<file path="src/rtl/pq_pkg.sv">
// Shared key/value types and LFSR constants for the HWPQ study blocks.
package pq_pkg;

  localparam int KEY_BITS = 8;
  localparam int VAL_BITS = 8;

  // Right-shifting Galois taps for x^16 + x^14 + x^13 + x^11 + 1.
  localparam logic [15:0] PQ_LFSR_POLY = 16'hB400;

  typedef struct packed {
    logic [KEY_BITS-1:0] key;
    logic [VAL_BITS-1:0] value;
  } kv_t;

  function automatic logic [15:0] pq_lfsr_next(input logic [15:0] state);
    return state[0] ? ((state >> 1) ^ PQ_LFSR_POLY) : (state >> 1);
  endfunction

endpackage

</file>
<file path="src/rtl/pq_key_compare.sv">
// Key-only ordering compare between two entries; value fields never affect priority.
module pq_key_compare
  import pq_pkg::*;
(
  input  kv_t  a,
  input  kv_t  b,
  output logic a_lt_b
);

  logic unused_values;

  assign a_lt_b        = (a.key < b.key);
  assign unused_values = ^{a.value, b.value};

endmodule

</file>
<file path="config.mk">
export PLATFORM = sky130hd
export DESIGN_NAME = pq_key_compare
export DESIGN_NICKNAME = d
export VERILOG_FILES = /design/src/rtl/pq_pkg.sv /design/src/rtl/pq_key_compare.sv
export SDC_FILE = /design/constraint.sdc
export NUM_CORES = 1
export LEC_CHECK = 0
export CAP_MARGIN = 20
export CORE_AREA = 2 2 39 41
export DETAILED_ROUTE_END_ITERATION = 10
export DIE_AREA = 0 0 41 43
export PLACE_DENSITY_LB_ADDON = 0.05
export SYNTH_ARGS = -nofsm -noshare
export SYNTH_HDL_FRONTEND = slang
export SYNTH_SLANG_ARGS = --single-unit
</file>
<file path="constraint.sdc">
create_clock -name vclk -period 1.9
set_input_delay 0.19 -clock vclk [all_inputs]
set_output_delay 0.19 -clock vclk [all_outputs]
set_load 0.02 [all_outputs]
</file>
# Yosys cells after proc, flatten, opt, wreduce, memory -nomap -nowiden

Cells that the tools add are included.

Magnitude comparators: 1

Operator list:

| operator                   | number |
|---|---|
| less-than comparator 8 bit | 1 |

Register bits after elaboration: 0
Bits of input ports: 32

# Logic depth before layout (Yosys ltp)

Gate-level depths: netlist of the first run.

Depth after elaboration: 1
Gate-level depth with buffers: 5

# Least setup slack after synthesis of the first run

Ideal clock, no wire load.

Kind: in2out
Start point: input b[10] (netlist bit)
End point: output a_lt_b
Arrival time: 1223 ps
Required time: 1710 ps
Slack: 487 ps
Stages on the path: 5
Buffers on the path: 0
Cells stage by stage: inv_1 ha_1 a211oi_2 o21ai_1 a41oi_1

Longest elaborated chain between the ends: 1

Ends and longest elaborated chain:

| element                    | RTL line             | text |
|---|---|---|
| from (decl)                | pq_key_compare.sv:6  | `input kv_t b,` |
| less-than comparator 8 bit | pq_key_compare.sv:12 | `assign a_lt_b = (a.key < b.key);` |
| to (decl)                  | pq_key_compare.sv:7  | `output logic a_lt_b` |

No other way between the ends.

# Final worst setup path of the first run

Ends and elaborated chain as after synthesis.

==> out/metrics.csv, run 1 <==
metric;value;unit
status;finished, final reports clean;
rsz0062_at_grt;false;
slew_headroom;88.1;%
grt_usage;4.40;%
num-fill-cells;162;
max_freq;551;MHz
startpoint_type;primary input;
overflow;0;
boundaryPins;33;
seqCellArea;0;um2
wire_per_inst;7.83;um
synth.avg_cell_area;7.06;um2
design_area;364;um2
netlist_instances;25;
area_delta_synth_final;106;%
grt_pass1_wl;586;um
row_count;14;
sequential_cell_total;0;
period_needed;1810;ps
layout_commonest_cell;clkdlybuf4s50_1;
synthAdderAreaFrac;49.6;%
synth.cell_area;176;um2
hpwl;438;um
dieArea;1760;um2
worstPathRequired;1710;ps
drt_iter0_markers;0;
synth.mux.area_fraction;0;%
ant_nets;0;
post-place-ws;-422;ps
finalWorstSetupSlack;86.6;ps
seq_area_frac_synth;0;%
antenna_found_initial;0;
vias_per_cell;3.71;
vias;215;
synth_xor_area_share;0;%
ys_types;10;
die_h;43;um
synth_top_family_by_area;adder cells;
wl;454;um
p_leak;0.179;nW
clock_buffers;0;
layout-drive-gt1-share;4.76;%
drv_cap;0;
final_util;26.3;%
arrival;1620;ps
critPathMaxFanout;2;
grt_max_degree;3;
drc_errors;0;
port_buffers;17;
power;0.0732;mW
globalplace.congestion;0.528;
place_inst;58;
first_pass_iters;1;
coreArea;1380;um2
synth_compound_area_share;23.4;%
nNetsFinal;83;
fin_cells;58;
p_per_area;201;nW/um2
drv_slew;0;
initial_core_util;12.7;%
synth_top_area_share;49.6;%
cp-end-kind;primary output;
grt_pass1_vias;155;
min_path_type;in -> out;
num_antenna_cells;0;
crit_type;in -> out;
ys_warn_count;0;
setup_viol;0;
worst_pin_slew;176;ps
yosys.area.top_type;ha_1;
yosys.area_share.simple;12.1;%
placed_area;367;um2
fp.dieW;41;um
syn_nets;64;
layout_common_cells;16 x clkdlybuf4s50_1, 7 x inv_1, 7 x ha_1;
final_hold_viol_count;0;
finalCritPeriodShare;95.4;%
holdBufCountCts;0;
synth_area_leaders;ha_1 50%, inv_1 15%, a211oi_2 7.1%;
ir_drop;0.0592;mV
-- area by class of cell --
| type | instances | area (um2) | area share [%] |
|---|---|---|---|
| multi-input cells | 18 | 150 | 41.2 |
| well taps | 16 | 20.0 | 5.50 |
| inverters | 7 | 26.3 | 7.22 |
| repair buffers | 17 | 168 | 46.0 |
-- cell families (layout without fill, tap and decap cells) --
kind of cell    count (synthesis)  in the layout
simple gates                    5              5
buf+inv                         7             24
compound gates                  6              6
fa+ha+maj                       7              7
-- worst paths after layout --
check	from	endpoint	slack, ps	cells past startpoint
max	b[10]	a_lt_b	90	7
min	b[12]	a_lt_b	1200	5
-- per-layer routing --
layer	vias to the layer above	wire length, um	GRT usage [%]
li1	119	-	-
met2	12	214	7.50
met1	84	193	6.33
met5	-	0	0
met3	0	46	0
met4	0	0	0
-- synthesized netlist by cell type --
master    n
a211oi_2  1
ha_1      7
o21ai_0   1
o21ai_1   1
a41oi_1   1
nor2b_1   1
nor2_1    2
a21oi_1   2
inv_1     7
nand2_1   2
-- power breakdown --
| part | internal, mW | switching, mW | total [mW] |
|---|---|---|---|
| clock network | 0 | 0 | 0 |
| logic | 0.0472 | 0.0260 | 0.0732 |
| registers | 0 | 0 | 0 |
-- worst max-delay path, stage by stage --
cell,delay (ps)
clkdlybuf4s50_1,450
inv_1,40
ha_1,300
a211oi_2,210
o21ai_1,90
a41oi_1,170
buf_4,170
-- metrics by stage --
step,hold slack (ps),TNS [ps]
finish,1200,0
global route,1240,0
CTS,1190,0
detailed placement,1580,-422
global placement,1580,-400
floorplan,686,0
-- what timing repair did --
action | CTS | global route
hold endpoints to repair | 0 | 0
setup buffers | 0 | 0
gates resized for setup | 5 | 1
setup endpoints to repair | 1 | 1
pin swaps | 0 | 1
No activity file was read; power rests on OpenSTA's default activity.
==> inputs of run 2 (changes only) <==
==> constraint.sdc (replaced) <==
create_clock -name vclk -period 1.61
set_input_delay 0.161 -clock vclk [all_inputs]
set_output_delay 0.161 -clock vclk [all_outputs]
set_load 0.02 [all_outputs]
==> run 2 against run 1 <==
Effect of this change:
- critical path depth unchanged
- global-route usage up 1.0 points
- non-clock buffer count unchanged
- flip-flop and latch count unchanged
- final area up 24%
- highest routed layer unchanged
- wire length up 17%
- critical path type unchanged
- via count up 7.9%
- total power up 51%
- cell count unchanged
- first-iteration DRC count unchanged
==> out/metrics.csv, run 2 (same netlist as run 1, synthesis figures left out) <==
metric;value;unit
status;finished, final reports clean;
seqCellArea;0;um2
finalWorstSetupSlack;73.8;ps
drc_errors;0;
rsz0062_at_grt;false;
hpwl;438;um
drv_cap;0;
arrival;1380;ps
row_count;14;
grt_max_degree;3;
layout-drive-gt1-share;38.1;%
num_antenna_cells;0;
coreArea;1380;um2
globalplace.congestion;0.528;
sequential_cell_total;0;
port_buffers;17;
num-fill-cells;154;
layout_common_cells;9 x clkdlybuf4s50_1, 5 x ha_4, 5 x dlymetal6s2s_1;
critPathMaxFanout;2;
antenna_found_initial;0;
power;0.110;mW
initial_core_util;12.7;%
ant_nets;0;
area_delta_synth_final;156;%
vias;232;
boundaryPins;33;
p_leak;0.223;nW
post-place-ws;-654;ps
min_path_type;in -> out;
wl;533;um
vias_per_cell;4.00;
max_freq;651;MHz
die_h;43;um
drv_slew;0;
grt_pass1_wl;724;um
first_pass_iters;1;
drt_iter0_markers;0;
slew_headroom;89.0;%
crit_type;in -> out;
clock_buffers;0;
final_hold_viol_count;0;
wire_per_inst;9.19;um
startpoint_type;primary input;
cp-end-kind;primary output;
nNetsFinal;83;
cts_setup_buffers;0;
dieArea;1760;um2
ir_drop;0.0731;mV
worstPathRequired;1450;ps
worst_pin_slew;163;ps
holdWs;879;ps
period_needed;1540;ps
grt_pass1_vias;192;
overflow;0;
layout_commonest_cell;clkdlybuf4s50_1;
finalCritPeriodShare;95.4;%
fp.dieW;41;um
grt_usage;5.39;%
setup_viol;0;
p_per_area;244;nW/um2
[run 2: changes by cell type in the layout (fill, tap and decap cells not counted), moves of 2 or more]
cell	change
dlygate4sd2_1	+2
a21oi_1	-2
ha_4	+5
ha_1	-6
dlymetal6s2s_1	+5
clkdlybuf4s50_1	-7
a21oi_2	+2
inv_1	-4
inv_2	+4
[run 2: path summary, 6_finish.rpt]
kind / cells past startpoint / to / from
min: 4 / a_lt_b / a[13]
max: 7 / a_lt_b / b[11]
[run 2: per-stage QoR]
step,TNS (ps),cells,cell area (um2),util [%]
final,0,58,452,32.6
after global routing,0,58,452,32.6
after CTS,0,58,405,29.3
after detailed placement,-654,58,367,26.5
after global placement,-632,58,367,26.5
after floorplan,0,25,176,-
[run 2: where the power goes]
group	switching, mW	total (mW)	internal [mW]
Clock	0	0	0
Combinational	0.0427	0.110	0.0677
Sequential	0	0	0
[run 2: timing repair]
item / CTS / global route
cloned: 0 / 0
setup endpoints to repair: 1 / 1
pin swaps: 3 / 5
hold buffers: 0 / 0
resized for setup: 15 / 14
[run 2: cell type report]
type	instances	area [um2]	share of cell area (%)
multi-input cells	18	228	50.4
repair buffers	17	178	39.3
inverters	7	26.3	5.82
well taps	16	20.0	4.43
[run 2: metal layers]
layer,track usage (%),vias up,wire length (um)
li1,-,118,-
met1,7.59,102,209
met2,9.38,12,272
met3,0,0,50
met4,0,0,0
met5,0,-,0
[run 2: worst max-delay path: stages]
cell             delay [ps]
clkdlybuf4s50_1         470
inv_2                    40
ha_4                    150
a211oi_2                130
o21ai_1                  90
a41oi_1                 160
buf_4                   170
==> inputs of run 3 (changes only) <==
--- a/config.mk
+++ b/config.mk
@@ -9,6 +9,7 @@
 export CORE_AREA = 2 2 39 41
 export DETAILED_ROUTE_END_ITERATION = 10
 export DIE_AREA = 0 0 41 43
+export MAX_ROUTING_LAYER = met4
 export PLACE_DENSITY_LB_ADDON = 0.05
 export SYNTH_ARGS = -nofsm -noshare
 export SYNTH_HDL_FRONTEND = slang
==> results of run 3 <==
Final layout, timing and power as in run 2 (identical DEF).
Among the figures that moved: final weighted congestion in routability-driven placement 0.528 -> 0.529; overall routing resource usage 5.39% -> 5.53%
